### config.mk
export PLATFORM = sky130hd
export DESIGN_NAME = sound_latch_bridge
export DESIGN_NICKNAME = d
export VERILOG_FILES = /design/src/rtl/snd_defs_pkg.sv /design/src/rtl/snd_irq_timer.sv /design/src/rtl/sound_latch_bridge.sv
export SDC_FILE = /design/constraint.sdc
export NUM_CORES = 1
export LEC_CHECK = 0
export ABC_AREA = 1
export CORE_UTILIZATION = 51
export CTS_BUF_LIST = sky130_fd_sc_hd__clkbuf_16
export DETAILED_ROUTE_END_ITERATION = 8
export DONT_BUFFER_PORTS = 1
export PLACE_DENSITY_LB_ADDON = 0.2
export SLEW_MARGIN = 20
export SYNTH_ARGS = -nofsm -noshare
export SYNTH_HDL_FRONTEND = slang
export SYNTH_SLANG_ARGS = --single-unit
### constraint.sdc
create_clock -name clk_sys -period 1.3 [get_ports clk_sys]
set_input_delay 0.195 -clock clk_sys [delete_from_list [all_inputs] [get_ports clk_sys]]
set_output_delay 0.195 -clock clk_sys [all_outputs]
set_load 0.005 [all_outputs]
### src/rtl/snd_defs_pkg.sv
// Shared constants for the 68K->Z80 sound command path: Z80 IO port numbers,
// the RST 38h vector byte, and the default periodic-IRQ divider.
package snd_defs_pkg;

  localparam logic [7:0] SND_PORT_CLR    = 8'h04;
  localparam logic [7:0] SND_PORT_RD     = 8'h06;
  localparam logic [7:0] RST38_VEC       = 8'hFF;
  localparam int         IRQ_DIV_DEFAULT = 512;

  // The command byte always carries a set LSB so the Z80 can tell "new command" from idle 00h.
  function automatic logic [7:0] latch_code(input logic [6:0] cmd);
    return {cmd, 1'b1};
  endfunction

endpackage

### src/rtl/snd_irq_timer.sv
// Periodic Z80 IRQ source: divides z80_cen by IRQ_DIV, pulls INT_n low on wrap,
// and releases it on the first rising edge of the interrupt acknowledge.
module snd_irq_timer #(
  parameter int IRQ_DIV = 512,
  parameter int CNT_W   = 10
) (
  input  logic clk_sys,
  input  logic reset_n,
  input  logic z80_cen,
  input  logic ack_edge,
  output logic z80_int_n
);

  logic [CNT_W-1:0] count_reg;
  logic             wrap;

  assign wrap = z80_cen && (count_reg == CNT_W'(IRQ_DIV - 1));

  always_ff @(posedge clk_sys or negedge reset_n) begin
    if (!reset_n) begin
      count_reg <= '0;
      z80_int_n <= 1'b1;
    end else begin
      if (z80_cen)
        count_reg <= wrap ? '0 : count_reg + 1'b1;
      // A wrap coinciding with an acknowledge keeps INT asserted: the new request must not be lost.
      if (wrap)
        z80_int_n <= 1'b0;
      else if (ack_edge)
        z80_int_n <= 1'b1;
    end
  end

endmodule

### src/rtl/sound_latch_bridge.sv
// 68K->Z80 sound command latch, Z80 read-data mux and interrupt generation.
// Optional write-triggered NMI pulse is enabled by defining SND_NMI_ON_WRITE_EN.
module sound_latch_bridge
  import snd_defs_pkg::*;
#(
  parameter int IRQ_DIV   = IRQ_DIV_DEFAULT,
  parameter int CNT_W     = 10,
  parameter int NMI_WIDTH = 4
) (
  input  logic        clk_sys,
  input  logic        reset_n,
  input  logic        z80_cen,
  input  logic [15:0] m68k_din,
  input  logic        m68k_rw,
  input  logic        m68k_lds_n,
  input  logic        sound_latch_cs,
  input  logic        z80_latch_clr_cs,
  input  logic        z80_latch_r_cs,
  input  logic        z80_rd_n,
  input  logic        M1_n,
  input  logic        IORQ_n,
  output logic [7:0]  z80_dout,
  output logic        z80_dout_en,
  output logic        z80_int_n,
  output logic        z80_nmi_n,
  output logic        latch_pending
);

  logic       wr, clr, rd, ack;
  logic       wr_d_reg, clr_d_reg, ack_d_reg;
  logic       wr_edge, clr_edge, ack_edge;
  logic [7:0] latch_reg;

  // Only the low seven data bits form the command.
  logic unused_din;
  assign unused_din = &{1'b0, m68k_din[15:7]};

  assign wr  = sound_latch_cs & ~m68k_rw & ~m68k_lds_n;
  assign clr = z80_latch_clr_cs & ~z80_rd_n;
  assign rd  = z80_latch_r_cs & ~z80_rd_n;
  assign ack = ~M1_n & ~IORQ_n;

  assign wr_edge  = wr  & ~wr_d_reg;
  assign clr_edge = clr & ~clr_d_reg;
  assign ack_edge = ack & ~ack_d_reg;

  always_ff @(posedge clk_sys or negedge reset_n) begin
    if (!reset_n) begin
      wr_d_reg      <= 1'b0;
      clr_d_reg     <= 1'b0;
      ack_d_reg     <= 1'b0;
      latch_reg     <= 8'h00;
      latch_pending <= 1'b0;
    end else begin
      wr_d_reg  <= wr;
      clr_d_reg <= clr;
      ack_d_reg <= ack;
      // Write checked first so a simultaneous clear cannot swallow a fresh command.
      if (wr_edge) begin
        latch_reg     <= latch_code(m68k_din[6:0]);
        latch_pending <= 1'b1;
      end else if (clr_edge) begin
        latch_reg     <= 8'h00;
        latch_pending <= 1'b0;
      end
    end
  end

  always_comb begin
    z80_dout    = RST38_VEC;
    z80_dout_en = 1'b0;
    if (ack) begin
      z80_dout    = RST38_VEC;
      z80_dout_en = 1'b1;
    end else if (rd) begin
      z80_dout    = latch_reg;
      z80_dout_en = 1'b1;
    end
  end

  snd_irq_timer #(
    .IRQ_DIV (IRQ_DIV),
    .CNT_W   (CNT_W)
  ) u_irq_timer (
    .clk_sys   (clk_sys),
    .reset_n   (reset_n),
    .z80_cen   (z80_cen),
    .ack_edge  (ack_edge),
    .z80_int_n (z80_int_n)
  );

`ifdef SND_NMI_ON_WRITE_EN
  localparam int NMI_CNT_W = $clog2(NMI_WIDTH + 1);

  logic [NMI_CNT_W-1:0] nmi_cnt_reg;

  // Remaining cen pulses of NMI low time; a new write reloads it.
  always_ff @(posedge clk_sys or negedge reset_n) begin
    if (!reset_n)
      nmi_cnt_reg <= '0;
    else if (wr_edge)
      nmi_cnt_reg <= NMI_CNT_W'(NMI_WIDTH);
    else if (z80_cen && (nmi_cnt_reg != '0))
      nmi_cnt_reg <= nmi_cnt_reg - 1'b1;
  end

  assign z80_nmi_n = (nmi_cnt_reg == '0);
`else
  localparam int unused_nmi_width = NMI_WIDTH;
  assign z80_nmi_n = 1'b1;
`endif

endmodule

; ---- After elaboration in Yosys (flattened, before gate mapping)
; Cells that the tools add are included.
[classes]
bitwise = 16
n_eq_ne = 1
muxes = 11
n_reduce_logical = 3
n_addsub = 1
[ops]
columns = op, n
row1 = two-way mux 8 bit, 4
row2 = adder 10 x 1 -> 10 bit (second input constant), 1
row3 = equality test 10 x 9 -> 1 bit (second input constant), 1
row4 = two-way mux 10 bit, 1
row5 = bitwise AND 1 bit, 8
row6 = NOT 1 bit, 8
row7 = two-way mux 1 bit, 6
row8 = nonzero test 2 bit, 2
row9 = logical AND 1 bit, 1
[word_totals]
register_bits = 23
output_inout_bits = 12
input_bits = 27
word_cells = 39

; ---- Logic depth before layout (Yosys ltp)
[depth]
depth_word = 5
ltp_mapped = 7
ltp_nobuf = 7

; ---- Hierarchy
; From an unflattened synthesis, not the netlist that was laid out.
[hier_totals]
cells_unflattened = 137
area_unflattened_um2 = 1136.1
[by_module_without_submodules]
columns = module, n_inst, seq_area_each_um2, area_per_inst_um2, cells_each
row1 = snd_irq_timer, 1, 276.5, 606.8, 69
row2 = sound_latch_bridge, 1, 275.3, 529.3, 68

; ---- Worst setup path after synthesis
; OpenSTA, ideal clock, no wires.
[synth_path]
kind = register -> register
start = reg u_irq_timer.count_reg[1]
end = reg u_irq_timer.count_reg[6]
path_stages_with_launch = 7
required_ns = 1.182
n_path_buf = 0
synth_period_minus_slack_ns = 1.103
arrival_time_ns = 0.985
setup_slack_ns = 0.197
setup_ns = 0.118
cell_sequence = dfrtp_1 -> ha_1 -> nand3_2 -> nor2_2 -> nand2_1 -> xor2_1 -> inv_1
[synth_between]
elab_chain_cells = 3
[synth_rtl]
columns = item, line
row1 = "start, declared", snd_irq_timer.sv:14  ; logic [CNT_W-1:0] count_reg;
row2 = "start signal, assigned", snd_irq_timer.sv:25  ; count_reg <= wrap ? '0 : count_reg + 1'b1;
row3 = branches (longest 2 deep; another with adder 10 x 1 -> 10 bit), n/a
row4 = two-way mux 10 bit *, snd_irq_timer.sv:25
; Mark *: on every way between the ends.
; A chain may end at the register's enable or synchronous reset.

; ---- Worst setup path after layout
[layout_path]
start = reg u_irq_timer.count_reg[0]
end = reg u_irq_timer.count_reg[9]
; Same word-level chain as after synthesis.

==> impl_results.md <==
- CP max stage delay: 0.38 ns
- Number of H-tree levels: 1
- GP Congestion: 0.734
- WP buf/inv: 0
- CTS tree: done
- GRT Resource Usage Total: 0.193
- CP arrival: 1.37 ns
- ANT nets after route: 0
- Hold Violations, Final: 0
- Critical Path Slowest Stage Cell: dfrtp_1
- Status: complete, no violations
- Initial drt markers: 5
- CTS Buf Count: 3
- Ys async rst share: 1.00
- Cell Area, Synth: 1080 sq um
- Peak VDD IR: roughly 1100 uV
- Yosys warning count: 0
- Syn Inst Count: 127
- Startpoint Class: register
- Dpl cells: 152
- Routed WL per cell: 11.5 microns
- Std-Cell Rows: 16
- Chip height: around 48 microns
- Core ar.: between 1500 and 2000 sq um
- Initial antenna violation count: 0
- ANT cells: 0
- Synth Register Bits: 22
- Finished Layout Cells: between 150 and 200
- Final core occ: 0.608
- Final nets: around 160
- RSZ-0062 raised after global routing: true
- Class of the most critical setup path: reg2reg
- DRC: 0
- Mean post-synth cell area: between 8 and 9 sq um
- Critical Path Most Common Cell: nor2_1
- Clock transition at path regs: around 0.060 ns
- Synth Flop Type: dfrtp_1
- CP delay by family, top: simple AND/OR/NAND/NOR gates
- First-pass iteration count of the detailed router: 3
- Pleak: 0.587 nW
- P&R area growth vs syn: 11.8%
- Tmin final: 1.23 ns
- Port bufs: 0
- Pin count of the biggest net entering global routing: 23
- Crit share post-route: 0.947
- Required @ worst endpoint: 1.44 ns
- Max reg flops: 10
- Drt via density: a little under 5
- Post-synthesis sequential area ratio: 0.512
- CP Max Fanout: 7
- Filler cells: 184
- Vias in the first global route: 716
- WL final: 1.82 mm
- Global route overflow: 0
- Pwr dens: around 1600 nW/um^2
- Leading post-synthesis cells by cell area: dfrtp_1, nand2_1, inv_1
- Vias: 787
- Initial Util: 0.544
- Area share of the largest cell type after synthesis: 0.488
- Slew Limit Headroom: 0.658
- Fin area: around 1200 sq um
- Fmax: between 800 and 900 MHz
- Yosys top cell by area: dfrtp_1
- Clk_lat worst skew: approximately 0.25 ns
- Max-slew violations: 0
- CTS Buffer Depth: 2
- Synth Net Count: 155
- Levels on crit path: 6
- Clock skew: about 0.00087 ns
- Hold path depth: 1
- Worst Reg-to-Reg Cells: 6
- CTS sink count: 22
- Unique masters post-synth: 21
- Die area: approximately 2300 sq um
- Post-synth EDFFs: 0
- Min-delay worst type: in2reg
- First-pass GRT wire length: 2.95 mm
- Die X: approximately 48 microns
- Top-count cell post-synth: nand2_1
- Area after DPL: ~1100 sq um
- Fraction of layout cells with a size suffix above 1: 0.152
- Root Driver: clkbuf_16
- Worst path cell trace: ha_2 > nand2_1 > nor2_1 > nand3_2 > o21ai_0 > nor2_1
- HPWL Detailed: between 1 and 1.5 mm
- Tightest Pin Transition: 0.511 ns
- Final Setup Violations: 0
- Commonest cells in the netlist: nand2_1, inv_1, dfrtp_1
- Critical Path Sink Type: register
- Io pins: 39
- Max Cap Viol: 0
## stage by stage
step	hold WS [ns]	worst slack [ns]	TNS (ns)	power [W]
3_3_place_gp	-0.100	0.0714	0	0.00122
3_5_place_dp	-0.100	0.0190	0	0.00124
6_report	0.0226	0.0686	0	0.00191
4_1_cts	0.0198	0.0213	0	0.00190
2_1_floorplan	-0.101	0.197	0	0.00118
5_1_grt	0.0224	-0.0135	-0.0259	0.00204
## cell usage in the layout (no fill, tap or decap), drive strengths merged
cell	synthesis	routed
dfstp	1	1
dlygate4sd3	0	1
clkinv	0	1
nand3	14	14
ha	1	1
o21ai	12	12
nor3b	1	1
inv	23	23
buf	2	2
nand4	1	1
dfrtp	21	21
xnor2	1	1
clkbuf	0	3
a21oi	2	2
xor2	2	2
nand2	28	28
nor2	17	17
conb	1	1
## final cells by class
| class | instances | area, sq um | share of cell area |
|---|---|---|---|
| sequential | 22 | 552 | 0.458 |
| timing repair buffer | 3 | 22.5 | 0.0187 |
| inverter | 23 | 86.3 | 0.0717 |
| clock buffer | 3 | 75.1 | 0.0623 |
| tap | 27 | 33.8 | 0.0280 |
| clock inverter | 1 | 3.75 | 0.00312 |
| multi-input combinational | 80 | 432 | 0.358 |
## worst paths after layout
kind / start / end / slack, ns
setup / recovery: u_irq_timer.count_reg[0] / u_irq_timer.count_reg[9] / 0.07
hold / removal: M1_n / ack_d_reg / 0.02
setup reg to reg: u_irq_timer.count_reg[0] / u_irq_timer.count_reg[9] / 0.07
hold reg to reg: u_irq_timer.count_reg[8] / u_irq_timer.count_reg[8] / 0.50
max in group asynchronous: reset_n / u_irq_timer.z80_int_n / 0.52
min in group asynchronous: reset_n / u_irq_timer.count_reg[2] / 0.43
## metal layers
metal  part of all wire  global-route usage  wire length [microns]  vias to the layer above
met3              0.042              0.0340                     77                        4
met5                  0                   0                      0                        -
met4              0.024               0.100                     44                        0
li1                   -                   -                      -                      397
met2               0.48               0.327                    874                       20
met1               0.45               0.234                    828                      366
## what timing repair did
action / 4_1_cts / 5_1_grt
hold buffers: 1 / 1
endpoints found under the hold margin: 22 / 21
buffers inserted: 0 / 1
gates resized for setup: 0 / 3
setup endpoints to repair: 0 / 9
## logic make-up after synthesis
family	share of synthesized area
other	0.00348
adder cells (fa/ha/maj)	0.0116
XOR/XNOR	0.0244
flip-flops	0.512
AND/OR/NAND/NOR	0.289
buffers and inverters	0.0941
AO/OA/AOI/OAI	0.0650
## report_power, final
part | internal, W | switching [W]
logic | 0.000135 | 0.000223
clock network | 0.000410 | 0.000230
registers | 0.000814 | 0.000101
total | 0.00136 | 0.000554
Power figures use the tool's default switching activity.
